[src/rtl/uart_tx_fifo_drain.sv]
// UART transmitter that drains a synchronous FIFO: one-cycle read request, data one cycle later,
// then start / LSB-first data / optional parity / stop bits, timed by an internal baud divider.
module uart_tx_fifo_drain #(
    parameter int unsigned DATA_WIDTH   = 8,
    parameter int unsigned CLKS_PER_BIT = 16,
    parameter int unsigned PARITY_EN    = 0,
    parameter int unsigned PARITY_ODD   = 0,
    parameter int unsigned STOP_BITS    = 1
) (
    input  logic                  clk,
    input  logic                  rst_n,
    input  logic                  tx_en,
    input  logic                  fifo_empty,
    output logic                  fifo_read_ready,
    input  logic                  fifo_read_valid,
    input  logic [DATA_WIDTH-1:0] fifo_data_out,
    output logic                  tx,
    output logic                  busy,
    output logic                  frame_done,
    output logic                  underrun
);

    localparam int unsigned BAUD_W = (CLKS_PER_BIT > 1) ? $clog2(CLKS_PER_BIT) : 1;
    localparam int unsigned BIT_W  = $clog2(DATA_WIDTH + 1);

    localparam logic [BAUD_W-1:0] BAUD_LAST = BAUD_W'(CLKS_PER_BIT - 1);
    localparam logic [BAUD_W-1:0] BAUD_PRE  = BAUD_W'(CLKS_PER_BIT - 2);
    localparam logic [BIT_W-1:0]  DATA_LAST = BIT_W'(DATA_WIDTH - 1);
    localparam logic [BIT_W-1:0]  STOP_LAST = BIT_W'(STOP_BITS - 1);
    localparam logic              ODD_SEL   = (PARITY_ODD != 0);

`ifndef synthesis
    if (CLKS_PER_BIT < 2 || DATA_WIDTH == 0 || (STOP_BITS != 1 && STOP_BITS != 2))
    begin : g_param_check
        $fatal(1, "uart_tx_fifo_drain: illegal parameter combination");
    end
`endif

    typedef enum logic [2:0] {
        StIdle,
        StLoad,
        StStart,
        StData,
        StParity,
        StStop
    } state_e;

    state_e                  state;
    logic [BAUD_W-1:0]       baud_cnt;
    logic [BIT_W-1:0]        bit_cnt;
    logic [DATA_WIDTH-1:0]   shift;
    logic [DATA_WIDTH-1:0]   shift_nxt;
    logic                    parity_bit;
    logic                    baud_end;

    assign baud_end  = (baud_cnt == BAUD_LAST);
    assign shift_nxt = shift >> 1;

    // Request is gated by rst_n so nothing is asked of the FIFO while reset is held.
    assign fifo_read_ready = rst_n && (state == StIdle) && tx_en && !fifo_empty;
    assign busy            = (state != StIdle) || fifo_read_ready;

    always_ff @(posedge clk or negedge rst_n) begin
        if (!rst_n) begin
            state      <= StIdle;
            baud_cnt   <= '0;
            bit_cnt    <= '0;
            shift      <= '0;
            parity_bit <= 1'b0;
            tx         <= 1'b1;
            frame_done <= 1'b0;
            underrun   <= 1'b0;
        end else begin
            // Registered pulse: raised on the edge that enters the final stop cycle.
            frame_done <= (state == StStop) && (baud_cnt == BAUD_PRE) && (bit_cnt == STOP_LAST);

            unique case (state)
                StIdle: begin
                    tx       <= 1'b1;
                    baud_cnt <= '0;
                    bit_cnt  <= '0;
                    if (fifo_read_ready) begin
                        state <= StLoad;
                    end
                end

                StLoad: begin
                    baud_cnt <= '0;
                    bit_cnt  <= '0;
                    if (fifo_read_valid) begin
                        shift      <= fifo_data_out;
                        parity_bit <= (^fifo_data_out) ^ ODD_SEL;
                        tx         <= 1'b0;
                        state      <= StStart;
                    end else begin
                        underrun <= 1'b1;
                        tx       <= 1'b1;
                        state    <= StIdle;
                    end
                end

                StStart: begin
                    if (baud_end) begin
                        baud_cnt <= '0;
                        bit_cnt  <= '0;
                        tx       <= shift[0];
                        state    <= StData;
                    end else begin
                        baud_cnt <= baud_cnt + 1'b1;
                    end
                end

                StData: begin
                    if (baud_end) begin
                        baud_cnt <= '0;
                        if (bit_cnt == DATA_LAST) begin
                            bit_cnt <= '0;
                            if (PARITY_EN != 0) begin
                                tx    <= parity_bit;
                                state <= StParity;
                            end else begin
                                tx    <= 1'b1;
                                state <= StStop;
                            end
                        end else begin
                            bit_cnt <= bit_cnt + 1'b1;
                            shift   <= shift_nxt;
                            tx      <= shift_nxt[0];
                        end
                    end else begin
                        baud_cnt <= baud_cnt + 1'b1;
                    end
                end

                StParity: begin
                    if (baud_end) begin
                        baud_cnt <= '0;
                        bit_cnt  <= '0;
                        tx       <= 1'b1;
                        state    <= StStop;
                    end else begin
                        baud_cnt <= baud_cnt + 1'b1;
                    end
                end

                StStop: begin
                    tx <= 1'b1;
                    if (baud_end) begin
                        baud_cnt <= '0;
                        if (bit_cnt == STOP_LAST) begin
                            bit_cnt <= '0;
                            state   <= StIdle;
                        end else begin
                            bit_cnt <= bit_cnt + 1'b1;
                        end
                    end else begin
                        baud_cnt <= baud_cnt + 1'b1;
                    end
                end

                default: begin
                    tx    <= 1'b1;
                    state <= StIdle;
                end
            endcase
        end
    end

endmodule

[config.mk]
export PLATFORM = sky130hd
export DESIGN_NAME = uart_tx_fifo_drain
export DESIGN_NICKNAME = d
export VERILOG_FILES = /design/src/rtl/uart_tx_fifo_drain.sv
export SDC_FILE = /design/constraint.sdc
export NUM_CORES = 1
export LEC_CHECK = 0
export ABC_AREA = 1
export BUFFER_PORTS_ARGS = -buffer_cell sky130_fd_sc_hd__buf_2
export CAP_MARGIN = 20
export CORE_MARGIN = 10
export CORE_UTILIZATION = 60
export CTS_BUF_LIST = sky130_fd_sc_hd__clkbuf_4 sky130_fd_sc_hd__clkbuf_8
export CTS_CLUSTER_SIZE = 24
export DETAILED_ROUTE_END_ITERATION = 8
export GPL_TIMING_DRIVEN = 0
export PLACE_DENSITY = 0.89
export SLEW_MARGIN = 0
export SYNTH_ARGS = -nofsm -noshare
export SYNTH_HDL_FRONTEND = slang
export SYNTH_SLANG_ARGS = --single-unit
[constraint.sdc]
create_clock -name clk -period 1.6 [get_ports clk]
set_clock_uncertainty 0.05 [all_clocks]
set_input_delay 0 -clock clk [delete_from_list [all_inputs] [get_ports clk]]
set_output_delay 0 -clock clk [all_outputs]
set_load 0.01 [all_outputs]
== Yosys cells after proc, flatten, opt, wreduce, memory -nomap -nowiden ==
Cells that the tools add are included.
Word-level totals
  flip-flop bits (word level): 22
  bits in latches: 0
  memory bits (writable): 0
  ROM bits: 0
  output and inout bits: 5
  word-level logic and storage cells: 76
  memories kept: 0
Operators by class
  add/subtract/negate cells: 2
  multipliers: 0
  divide/modulo/power cells: 0
  magnitude comparators: 0
  equality and inequality tests: 18
  shifts and indexed selects: 0
  mux-type cells: 27
  bitwise operators: 1
  reductions and logical operators: 21
Operator list (number)
  2-to-1 mux 4 bit: 6
  2-to-1 mux 8 bit: 3
  2-to-1 mux 3 bit: 7
  case mux 3 bit (6 select lines): 1
  != test 2 bit, second input constant: 8
  case mux 4 bit (4 select lines): 1
  case mux 8 bit (2 select lines): 1
  adder 4 x 1 -> 4 bit, second input constant: 2
  equality test 4 bit, second input constant: 2
  case mux 4 bit (2 select lines): 1
  AND reduction 4 bit: 2
  AND reduction 7 bit: 1
  equality test 3 x 2 -> 1 bit, second input constant: 2
  equality test 3 bit, second input constant: 2
  logical AND 1 bit: 5
  2-to-1 mux 1 bit: 5
  equality test 4 x 3 -> 1 bit, second input constant: 1
  logical NOT 4 bit: 1
  != test 2 x 1 -> 1 bit, second input constant: 2
  case mux 1 bit (4 select lines): 1
  nonzero test 2 bit: 2
  nonzero test 4 bit: 1
  OR reduction 2 bit: 2
  OR reduction 4 bit: 1
  9 further kinds: 9

== Longest topological paths before layout ==
Gate-level depths: netlist of run 1.
  depth in word-level cells: 6
  mapped depth: 10

== Worst setup path before layout of run 1 ==
OpenSTA, ideal clock, no wires.
  kind: reg-to-reg
  start: register baud_cnt[1]
  end: register shift[7]
  data arrival time: 1.182 ns
  slack: 0.252 ns
  cell stages (with the launch flop): 9
  buffers on the path: 0
  period minus slack after synthesis: 1.348 ns
  cells stage by stage: dfrtp_1 ha_1 inv_1 nor2_1 o21ai_2 inv_2 nand2_8 nand2_1 nand2_1
On the way
  longest elaborated chain between the ends: 3
Ends and longest elaborated chain
  from (decl): RTL line 49  | logic [BAUD_W-1:0] baud_cnt;
  from (signal assigned): RTL line 109  | baud_cnt <= baud_cnt + 1'b1;
  from (signal assigned): RTL line 131  | baud_cnt <= baud_cnt + 1'b1;
  from (signal assigned): RTL line 142  | baud_cnt <= baud_cnt + 1'b1;
  equality test 4 bit: RTL line 56  | assign baud_end = (baud_cnt == BAUD_LAST);
  != test 2 bit (no source line)
  AND reduction 4 bit (no source line)
  to (signal assigned): RTL line 91  | shift <= fifo_data_out;
  to (signal assigned): RTL line 127  | shift <= shift_nxt;
  to (decl): RTL line 51  | logic [DATA_WIDTH-1:0] shift;
No other way between the ends.
A chain may end at the register's enable or synchronous reset.

== Worst setup path after layout of run 1 ==
  start: register state[2]
  end: output busy
On the way
  longest elaborated chain between the ends: 5
Ends and longest elaborated chain
  from (decl): RTL line 48  | state_e state;
  from (signal assigned): RTL line 65  | state <= StIdle;
  from (signal assigned): RTL line 83  | state <= StLoad;
  from (signal assigned): RTL line 94  | state <= StStart;
  logical NOT 3 bit: RTL line 60  | assign fifo_read_ready = rst_n && (state == StIdle) && tx_en && !fifo_empty;
  logical AND 1 bit (3 in series): RTL line 60
  logical OR 1 bit *: RTL line 61  | assign busy = (state != StIdle) || fifo_read_ready;
  to (decl): RTL line 18  | output logic busy,
Every way passes the cells marked *; elsewhere a longest branch is shown, timed or not.

==> results of run 1 <==
-- through the flow --
step           std cells  hold slack, ns  area, um^2  setup WS (ns)  utilization [%]
2_1_floorplan        191          -0.346        1480          0.252                -
3_3_place_gp         236         -0.0606        1600         0.0908             70.1
3_5_place_dp         236         -0.0495        1600         0.0395             70.1
4_1_cts              250           0.135        1730         0.0128             75.8
5_1_grt              250          0.0846        1740        0.00113             76.5
6_report             250          0.0825        1740         0.0857             76.5
-- power by group through the flow --
stage | sequential [uW] | combinational (uW) | clock, uW
floorplan | 865 | 1370 | 0
global placement | 872 | 1620 | 0
detailed placement | 888 | 1700 | 0
CTS | 877 | 1730 | 292
global route | 909 | 1990 | 316
finish | 883 | 1780 | 289
-- logic make-up after synthesis --
logic type,share of synthesized area (%)
and+or+nand+nor,45.4
adders and majority gates,3.39
buffers and inverters,8.23
DFF,37.4
AOI/OAI and AO/OA,4.41
xor gates and xnor gates,1.19
-- worst min path at each step --
stage,end,slack [ns]
2_1_floorplan,baud_cnt[0]$_DFFE_PN0P_,-0.35
3_3_place_gp,baud_cnt[2]$_DFFE_PN0P_,-0.06
3_5_place_dp,state[0]$_DFFE_PN0P_,-0.05
4_1_cts,bit_cnt[0]$_DFFE_PN0P_,0.14
5_1_grt,shift[0]$_DFFE_PN0P_,0.08
6_report,state[0]$_DFFE_PN0P_,0.08
-- cells in the mapped netlist (all sizes together), types with 2 or more instances --
library cell / count / share of area, %
nand2: 80 / 25
nand3: 24 / 11
ha: 4 / 3.4
a21oi: 2 / 0.68
buf: 4 / 2.8
nor2: 17 / 6.6
dfrtp: 21 / 36
o21ai: 9 / 3.3
nand3b: 2 / 1.0
nand4: 3 / 1.3
inv: 20 / 5.4
-- worst max-delay path, cell delays in order, from the launching register on --
cell	delay, ns
dfrtp_1	0.39
buf_4	0.20
nor2_4	0.16
nand2_1	0.11
inv_1	0.07
nand2_1	0.07
buf_2	0.15
-- final cells by class --
cell class,instances,area (um^2)
Buffer,4,41.3
Clock buffer,4,30.0
Fill cell,160,534
Inverter,20,82.6
Multi-Input combinational cell,145,812
Sequential cell,22,553
Tap cell,28,35.0
Timing Repair Buffer,27,188
-- repair_timing --
action                                  in CTS  in global routing
endpoints found under the hold margin       31                  0
hold buffers                                10                  0
gates resized for setup                      0                  6
endpoints found under the setup margin       0                 16
-- routing by layer --
metal / GRT usage [%] / wire, um
met3: 4.99 / 233
met5: 0 / 0
met4: 4.88 / 90
met1: 16.1 / 1410
met2: 24.4 / 1840
-- state kept, by name, summed over array words and instances, names as in the netlist --
| signal | count |
|---|---|
| underrun | 1 |
| bit_cnt | 4 |
| frame_done | 1 |
| state | 3 |
| tx | 1 |
| shift | 8 |
| baud_cnt | 4 |
==> results.py, run 1 <==
metrics = {
    "synth": {
        "synth_area_per_cell_um2": 7.72,
        "ys_seq_area_share_pct": 37.4,
        "yosysWarnings": 0,
        "synth_flop_cell": "dfrtp_1",
        "synth_edf_count": 0,
        "ys_seq_elements": 22,
        "netlist_instances": 191,
        "async_reset_ff_share_pct": 100,
        "yosysUniqueCellTypes": 29,
        "syn_nets": 208,
        "syn_area_um2": 1480,
    },
    "timing": {
        "post-route-min-period_ns": 1.51,
        "fin_crit_sh_pct": 94.6,
        "worstMarginPinSlew_ns": 0.339,
        "slew_viol_final": 0,
        "hold_viol_final": 0,
        "slew_headroom_pct": 77.4,
        "finalSetupViolCount": 0,
        "rsz0062_at_grt": "no",
        "setup-tns-final_ns": 0,
        "fmax_ghz": 0.660,
    },
    "routing": {
        "viasPerCell": 5.48,
        "drtPass1Iterations": 4,
        "drtIter0Drc": 97,
        "route.vias.total": 1369,
        "post_drt_wl_per_cell_um": 14.3,
        "drc": 0,
        "finalWirelength_mm": 3.58,
        "postRouteAntennaNets": 0,
    },
    "clock_network": {
        "clk_pin_slew_ns": 0.12,
        "root_buffer": "clkbuf_4",
        "clk_latency_ns": 0.32,
        "cts_buffers": 3,
        "cts_tree": "done",
        "clk_path_buf_depth": 2,
        "h-tree-depth": 1,
        "post_cts_buffers": 0,
        "clock_sinks": 22,
    },
    "grt": {
        "grt_max_degree": 25,
        "antenna_found_initial": 0,
        "gr-total-overflow": 0,
        "grt_pass1_vias": 1329,
        "track_usage_pct": 14.3,
        "grt_pass1_wl_mm": 5.98,
    },
    "final_layout": {
        "antennaDiodeCount": 0,
        "layout_commonest_cell": "nand2_1",
        "final_nets": 240,
        "most-common-layout-cells": "71 x nand2_1, 20 x dfrtp_1, 19 x nand3_1",
        "synthToLayoutAreaGrowth_pct": 18.1,
        "drive_above_1_share_pct": 23.9,
    },
    "die": {
        "row_count": 17,
        "die_x_um": 69.6,
        "ios": 18,
        "start_util_pct": 64.8,
        "core_area_um2": 2280,
        "die-height_um": 69.6,
        "dieArea_um2": 4840,
    },
    "power_and_ir_drop": {
        "switchingPower_uw": 1470,
        "p_clk_share_pct": 9.8,
        "switching_share_pct": 49.8,
        "max-vdd-ir-drop_mv": 1.13,
        "p_int_uw": 1480,
        "seqPwrFrac_pct": 29.9,
        "p_comb_share_pct": 60.3,
        "p_leak_uw": 0.000912,
        "power_density_nw_per_um2": 1700,
        "power_uw": 2950,
    },
    "setup_path": {
        "reg2reg_slack_ns": 0.13,
        "reg2reg_to": "state[2]$_DFFE_PN0P_",
        "crit_required_ns": 1.55,
        "crit_arrival_ns": 1.46,
        "critPathCaptureType": "primary output",
        "cp-endpoint": "busy",
        "startpoint": "state[2]$_DFFE_PN0P_",
        "critPathKind": "register to primary output",
        "rr_startpoint": "bit_cnt[0]$_DFFE_PN0P_",
        "cp-start-kind": "register",
        "worstRegToRegCells": 8,
        "cp_max_fo": 10,
    },
    "placed_design": {
        "gp_congestion": 0.907,
        "port_buffers": 17,
        "place_hpwl_mm": 2.43,
    },
    "run": {
        "max_cap_viol_count": 0,
    },
    "run_status": {
        "status": "finished, final reports clean",
    },
    "worst_hold_path": {
        "hp-class": "primary input to async pin",
    },
}
Note: power is estimated with default switching activity, not from simulation.
==> run 2: changes to the inputs <==
--- a/config.mk
+++ b/config.mk
@@ -8,9 +8,9 @@
 export ABC_AREA = 1
 export BUFFER_PORTS_ARGS = -buffer_cell sky130_fd_sc_hd__buf_2
 export CAP_MARGIN = 20
-export CORE_MARGIN = 10
+export CORE_MARGIN = 2
 export CORE_UTILIZATION = 60
-export CTS_BUF_LIST = sky130_fd_sc_hd__clkbuf_4 sky130_fd_sc_hd__clkbuf_8
+export CTS_BUF_LIST = sky130_fd_sc_hd__clkbuf_4
 export CTS_CLUSTER_SIZE = 24
 export DETAILED_ROUTE_END_ITERATION = 8
 export GPL_TIMING_DRIVEN = 0
==> run 2 against run 1 <==
Net effect: clock power rose by 48%; first-iteration DRC count fell by 37%; count of clock-buffer cells in the layout fell by 1; critical path depth did not move; hold slack got worse by 0.054 ns; final area rose by 1.4%; register-to-register slack improved by 0.02 ns; largest cell class unchanged; highest routed layer unchanged.
==> results.py, run 2 (synthesized netlist as in run 1, its figures left out) <==
metrics = {
    "die": {
        "die_x_um": 53.6,
        "start_util_pct": 64.8,
        "ios": 18,
        "row_count": 17,
        "core_area_um2": 2280,
        "dieArea_um2": 2870,
        "die-height_um": 53.6,
    },
    "clock_network": {
        "clk_path_buf_depth": 2,
        "h-tree-depth": 1,
        "root_buffer": "clkbuf_4",
        "clk_pin_slew_ns": 0.13,
        "clock_sinks": 22,
        "cts_tree": "done",
        "clk_latency_ns": 0.30,
        "cts_buffers": 3,
    },
    "setup_path": {
        "critPathSlowestCell": "dfrtp_1",
        "crit_chain": "buf_4 > nor2_4 > nand2_1 > inv_1 > nand2_1 > buf_2",
        "crit_arrival_ns": 1.45,
        "crit_required_ns": 1.55,
        "cp_slowest_stage_delay_ns": 0.40,
        "reg2reg_slack_ns": 0.15,
        "crit_cells": 6,
        "cp_max_fo": 10,
        "worstRegToRegCells": 9,
        "critPathCaptureType": "primary output",
        "critPathKind": "register to primary output",
        "path_delay_family": "buffers and inverters",
        "crit_buf_inv": 3,
        "rr_startpoint": "baud_cnt[1]$_DFFE_PN0P_",
        "cpMostUsedCell": "nand2_1",
        "cp-start-kind": "register",
        "reg2reg_to": "bit_cnt[0]$_DFFE_PN0P_",
        "startpoint": "state[2]$_DFFE_PN0P_",
        "cp-endpoint": "busy",
    },
    "final_layout": {
        "final_nets": 240,
        "top_register": "shift",
        "antennaDiodeCount": 0,
        "most-common-layout-cells": "71 x nand2_1, 21 x dfrtp_1, 19 x nand3_1",
        "n_fill_cell": 154,
        "postLayoutCoreUtil_pct": 77.6,
        "synthToLayoutAreaGrowth_pct": 19.7,
        "drive_above_1_share_pct": 23.9,
        "layout_commonest_cell": "nand2_1",
        "top_regs": "shift x8, baud_cnt x4, bit_cnt x4",
        "largest_reg_flops": 8,
    },
    "power_and_ir_drop": {
        "p_leak_uw": 0.000925,
        "p_clk_share_pct": 13.9,
        "switchingPower_uw": 1450,
        "seqPwrFrac_pct": 28.3,
        "power_uw": 3080,
        "power_density_nw_per_um2": 1750,
        "switching_share_pct": 47.0,
        "p_int_uw": 1630,
        "p_comb_share_pct": 57.8,
        "max-vdd-ir-drop_mv": 1.18,
    },
    "routing": {
        "drc": 0,
        "viasPerCell": 5.46,
        "finalWirelength_mm": 3.19,
        "drtIter0Drc": 61,
        "route.vias.total": 1364,
        "postRouteAntennaNets": 0,
        "post_drt_wl_per_cell_um": 12.8,
        "drtPass1Iterations": 5,
    },
    "run": {
        "max_cap_viol_count": 0,
    },
    "grt": {
        "grt_max_degree": 25,
        "track_usage_pct": 25.7,
        "grt_pass1_vias": 1297,
        "antenna_found_initial": 0,
        "gr-total-overflow": 0,
        "grt_pass1_wl_mm": 5.42,
    },
    "timing": {
        "worstMarginPinSlew_ns": 0.328,
        "finalSetupViolCount": 0,
        "holdWs_ns": 0.0286,
        "fmax_ghz": 0.666,
        "fin_crit_sh_pct": 93.9,
        "hold_viol_final": 0,
        "rsz0062_at_grt": "no",
        "setup-tns-final_ns": 0,
        "slew_viol_final": 0,
        "post-route-min-period_ns": 1.50,
        "slew_headroom_pct": 78.2,
    },
    "worst_hold_path": {
        "hp-class": "primary input to register",
        "hp-start": "fifo_data_out[5]",
    },
    "placed_design": {
        "place_hpwl_mm": 2.23,
        "port_buffers": 17,
        "gp_congestion": 0.880,
    },
    "run_status": {
        "status": "finished, final reports clean",
    },
}
[run 2: what timing repair did]
item                                    in CTS  in global routing
hold buffers                                 9                  0
hold endpoints to repair                    30                  0
pin swaps                                    0                  0
gates resized for setup                      1                  5
endpoints found under the setup margin       2                 17
buffers inserted                             0                  1
[run 2: metrics by stage]
stage          cells  setup slack [ns]  instance area (um^2)
3_5_place_dp     236            0.0283                  1600
4_1_cts          249            0.0600                  1740
3_3_place_gp     236            0.0898                  1600
2_1_floorplan    191             0.252                  1480
5_1_grt          250            0.0287                  1770
6_report         250            0.0981                  1770
[run 2: tightest hold or removal path: stages]
cell and delay, ns:
buf_2 0.09, nand2_1 0.05, nand2_1 0.06, nand3_1 0.10
nand2_1 0.05
[run 2: power groups by stage]
| stage | Clock, uW | Combinational, uW | Sequential [uW] |
|---|---|---|---|
| 6_report | 428 | 1780 | 873 |
| 5_1_grt | 456 | 1980 | 893 |
| 4_1_cts | 434 | 1720 | 875 |
| 3_5_place_dp | 0 | 1700 | 886 |
| 3_3_place_gp | 0 | 1620 | 872 |
| 2_1_floorplan | 0 | 1370 | 865 |
[run 2: worst min-delay path by stage]
| stage | end | slack [ns] | cells after the start |
|---|---|---|---|
| 2_1_floorplan | baud_cnt[0]$_DFFE_PN0P_ | -0.35 | 0 |
| 3_3_place_gp | baud_cnt[2]$_DFFE_PN0P_ | -0.06 | 1 |
| 3_5_place_dp | state[2]$_DFFE_PN0P_ | -0.04 | 1 |
| 4_1_cts | shift[5]$_DFFE_PN0P_ | 0.02 | 5 |
| 5_1_grt | shift[5]$_DFFE_PN0P_ | 0.04 | 5 |
| 6_report | shift[5]$_DFFE_PN0P_ | 0.03 | 5 |
[run 2: final cells by class]
| type | instances | area [um^2] | share of cell area [%] |
|---|---|---|---|
| multi-input combinational | 145 | 817 | 46.3 |
| sequential | 22 | 552 | 31.3 |
| timing repair buffer | 27 | 185 | 10.5 |
| inverter | 20 | 82.6 | 4.68 |
| buffer | 4 | 41.3 | 2.34 |
| tap | 28 | 35.0 | 1.98 |
| clock inverter | 1 | 30.0 | 1.70 |
| clock buffer | 3 | 22.5 | 1.28 |
[run 2: metal layers]
metal	vias to the layer above	routed length [um]	global-route usage, %
met5	-	0	0
met4	0	41	7.26
met3	6	178	4.44
met2	51	1640	44.0
met1	638	1330	33.4
li1	669	-	-
==> run 3: changes to the inputs <==
--- a/config.mk
+++ b/config.mk
@@ -5,16 +5,15 @@
 export SDC_FILE = /design/constraint.sdc
 export NUM_CORES = 1
 export LEC_CHECK = 0
-export ABC_AREA = 1
 export BUFFER_PORTS_ARGS = -buffer_cell sky130_fd_sc_hd__buf_2
 export CAP_MARGIN = 20
 export CORE_MARGIN = 2
-export CORE_UTILIZATION = 60
+export CORE_UTILIZATION = 59
 export CTS_BUF_LIST = sky130_fd_sc_hd__clkbuf_4
 export CTS_CLUSTER_SIZE = 24
 export DETAILED_ROUTE_END_ITERATION = 8
 export GPL_TIMING_DRIVEN = 0
-export PLACE_DENSITY = 0.89
+export PLACE_DENSITY = 0.88
 export SLEW_MARGIN = 0
 export SYNTH_ARGS = -nofsm -noshare
 export SYNTH_HDL_FRONTEND = slang
==> run 3 against run 2 <==
Net effect: the run now ends with negative setup slack left; synthesized cell count down 34%; combinational power up 6%; total power down 0.13%; sequential power up 7.8%; critical path depth down 1; via count down 17%; cell count down 20%; register-to-register slack worse by 0.37 ns; global-route usage down 0.79 points; highest routed layer unchanged.
==> results.py, run 3 <==
metrics = {
    "die": {
        "start_util_pct": 62.1,
        "die-height_um": 52.3,
        "core_area_um2": 2210,
        "die_x_um": 52.3,
        "ios": 18,
        "row_count": 17,
        "dieArea_um2": 2730,
    },
    "setup_path": {
        "startpoint": "bit_cnt[1]$_DFFE_PN0P_",
        "reg2reg_to": "shift[2]$_DFFE_PN0P_",
        "worstRegToRegCells": 5,
        "cp_slowest_stage_delay_ns": 0.43,
        "reg2reg_slack_ns": -0.22,
        "critPathCaptureType": "register",
        "critPathSlowestCell": "dfrtp_1",
        "cp-start-kind": "register",
        "critPathKind": "register to register",
        "cp_max_fo": 8,
        "crit_arrival_ns": 1.97,
        "crit_chain": "ha_2 > and3b_2 > o21ai_4 > o2111ai_4 > mux2_4",
        "crit_required_ns": 1.75,
        "rr_startpoint": "bit_cnt[1]$_DFFE_PN0P_",
        "cp-endpoint": "shift[2]$_DFFE_PN0P_",
    },
    "clock_network": {
        "cts_tree": "done",
        "root_buffer": "clkbuf_4",
        "clock_sinks": 22,
        "clk_latency_ns": 0.31,
        "clk_path_buf_depth": 2,
        "clk_pin_slew_ns": 0.13,
        "h-tree-depth": 1,
        "cts_buffers": 3,
    },
    "final_layout": {
        "drive_above_1_share_pct": 41.5,
        "n_fill_cell": 129,
        "final_nets": 189,
        "antennaDiodeCount": 0,
        "synthToLayoutAreaGrowth_pct": 30.5,
        "top_regs": "shift x8, baud_cnt x4, bit_cnt x4",
        "most-common-layout-cells": "19 x buf_2, 19 x dfrtp_1, 16 x buf_4",
        "regArea_um2": 554,
        "largest_reg_flops": 8,
        "top_register": "shift",
        "multiInputGateArea_um2": 798,
    },
    "grt": {
        "grt_pass1_vias": 1138,
        "grt_pass1_wl_mm": 5.03,
        "track_usage_pct": 24.9,
        "antenna_found_initial": 0,
        "grt_use_met1_pct": 31.2,
        "globalRouteMet3Util_pct": 4.00,
        "grt_util_met2_pct": 44.1,
        "gr-total-overflow": 0,
        "busiest_layer": "met2",
        "grt_max_degree": 23,
    },
    "synth": {
        "synth_top_family_by_area": "multiplexers",
        "synth_area_leader_cell": "dfrtp_1",
        "synth_flop_cell": "dfrtp_1",
        "syn_area_um2": 1370,
        "yosysWarnings": 0,
        "yosysMostFrequentCell": "dfrtp_1",
        "async_reset_ff_share_pct": 100,
        "ys_seq_elements": 22,
        "synth.top_cells.by_count": "21 x dfrtp_1, 10 x inv_1, 9 x nand2_1",
        "syn_nets": 143,
        "yosys-top-cells-area": "dfrtp_1 38%, mux2_4 7.7%, mux2_1 5.7%",
        "synth_compound_area_share_pct": 16.0,
        "netlist_instances": 126,
        "synth_top_area_share_pct": 38.3,
        "synth_fa_ha_area_share_pct": 4.46,
        "ys_seq_area_share_pct": 40.2,
        "synth.mux.area_fraction_pct": 17.9,
        "synth_area_per_cell_um2": 10.9,
        "synth_edf_count": 0,
        "yosys.area_share.xor_xnor_pct": 0.638,
        "synthSimpleGateAreaFrac_pct": 15.4,
        "yosysUniqueCellTypes": 42,
    },
    "timing": {
        "slew_viol_final": 0,
        "rsz0062_at_grt": "yes",
        "setup-tns-final_ns": -2.18,
        "worstMarginPinSlew_ns": 1.01,
        "fmax_ghz": 0.550,
        "fin_crit_sh_pct": 114,
        "slew_headroom_pct": 32.3,
        "holdWs_ns": 0.00305,
        "finalSetupViolCount": 14,
        "hold_viol_final": 0,
        "worst_slack_ns": -0.219,
        "post-route-min-period_ns": 1.82,
    },
    "worst_hold_path": {
        "hp-class": "primary input to register",
    },
    "routing": {
        "finalWirelength_mm": 3.24,
        "postRouteAntennaNets": 0,
        "drtPass1Iterations": 4,
        "viasPerCell": 5.69,
        "drc": 0,
        "post_drt_wl_per_cell_um": 16.3,
        "drtIter0Drc": 28,
        "route.vias.total": 1133,
    },
    "placed_design": {
        "place_hpwl_mm": 1.91,
        "port_buffers": 17,
        "gp_congestion": 0.856,
        "dp_worst_setup_slack_ns": -0.231,
    },
    "power_and_ir_drop": {
        "p_leak_uw": 0.000847,
        "max-vdd-ir-drop_mv": 1.15,
        "power_density_nw_per_um2": 1720,
    },
    "run_status": {
        "status": "finished with violations",
        "violations": "negative setup slack",
    },
    "run": {
        "max_cap_viol_count": 0,
    },
}
run 3: cell count changes after synthesis, moves of 3 or more:
cell,previous run,this run
a21oi_1,2,8
buf_6,3,0
inv_1,15,10
inv_2,3,0
mux2_1,0,7
mux2_4,0,7
mux2i_1,0,4
nand2_1,71,9
nand2_2,4,0
nand2_4,3,0
nand3_1,19,4
nor2_1,13,6
run 3: how the worst min path moves through the flow:
stage	depth (start not counted)	end	startpoint
after CTS	3	shift[5]$_DFFE_PN0P_	fifo_data_out[5]
after detailed placement	1	baud_cnt[2]$_DFFE_PN0P_	rst_n
after floorplan	0	baud_cnt[0]$_DFFE_PN0P_	rst_n
after global placement	1	state[2]$_DFFE_PN0P_	rst_n
final	3	shift[5]$_DFFE_PN0P_	fifo_data_out[5]
after global routing	3	shift[5]$_DFFE_PN0P_	fifo_data_out[5]
run 3: critical path, delay by kind of cell, from the launching register on:
family	cells	cell delay [ns]
multiplexers	1	0.36
adder cells (fa/ha/maj)	1	0.20
AO/OA/AOI/OAI	2	0.43
flip-flops	1	0.43
AND/OR/NAND/NOR	1	0.25
run 3: area by class of cell:
class	instances	share of cell area, %
multi-input combinational	88	44.5
sequential	22	30.9
timing repair buffer	41	15.8
buffer	6	3.28
inverter	10	2.09
tap	28	1.95
clock buffer	3	1.26
clock inverter	1	0.209
run 3: through the flow:
| step | utilization, % | cell area, um^2 | instances | total power (uW) |
|---|---|---|---|---|
| after floorplan | - | 1390 | 126 | 2100 |
| after global placement | 68.3 | 1510 | 171 | 2310 |
| after detailed placement | 68.3 | 1510 | 171 | 2390 |
| after CTS | 77.6 | 1720 | 193 | 2880 |
| after global routing | 81.1 | 1790 | 199 | 3290 |
| final | 81.1 | 1790 | 199 | 3080 |
run 3: logic make-up (layout without fill, tap and decap cells):
family | count (synthesis) | count (layout)
flip-flops | 22 | 22
XOR/XNOR | 1 | 1
buffers and inverters | 16 | 61
multiplexers | 20 | 20
AND/OR/NAND/NOR | 35 | 35
AO/OA/AOI/OAI | 27 | 27
adder cells (fa/ha/maj) | 5 | 5
run 3: what timing repair did:
item                                    CTS  global route
resized for setup                         7            11
hold buffers                              8             0
setup buffers                            10             6
pin swaps                                 1             3
endpoints found under the hold margin    29             0
endpoints found under the setup margin   18            18
run 3: routing by layer:
metal	up-vias	part of all wire (%)	routed length, um
li1	536	-	-
met1	549	42	1360
met2	38	51	1640
met3	10	4.2	137
met4	0	3.1	99
met5	-	0	0
run 3: report_power, final:
| group | internal, uW | leakage, uW | switching, uW |
|---|---|---|---|
| clock | 91.2 | 0.0000154 | 169 |
| sequential | 769 | 0.000273 | 172 |
| combinational | 1050 | 0.000558 | 830 |
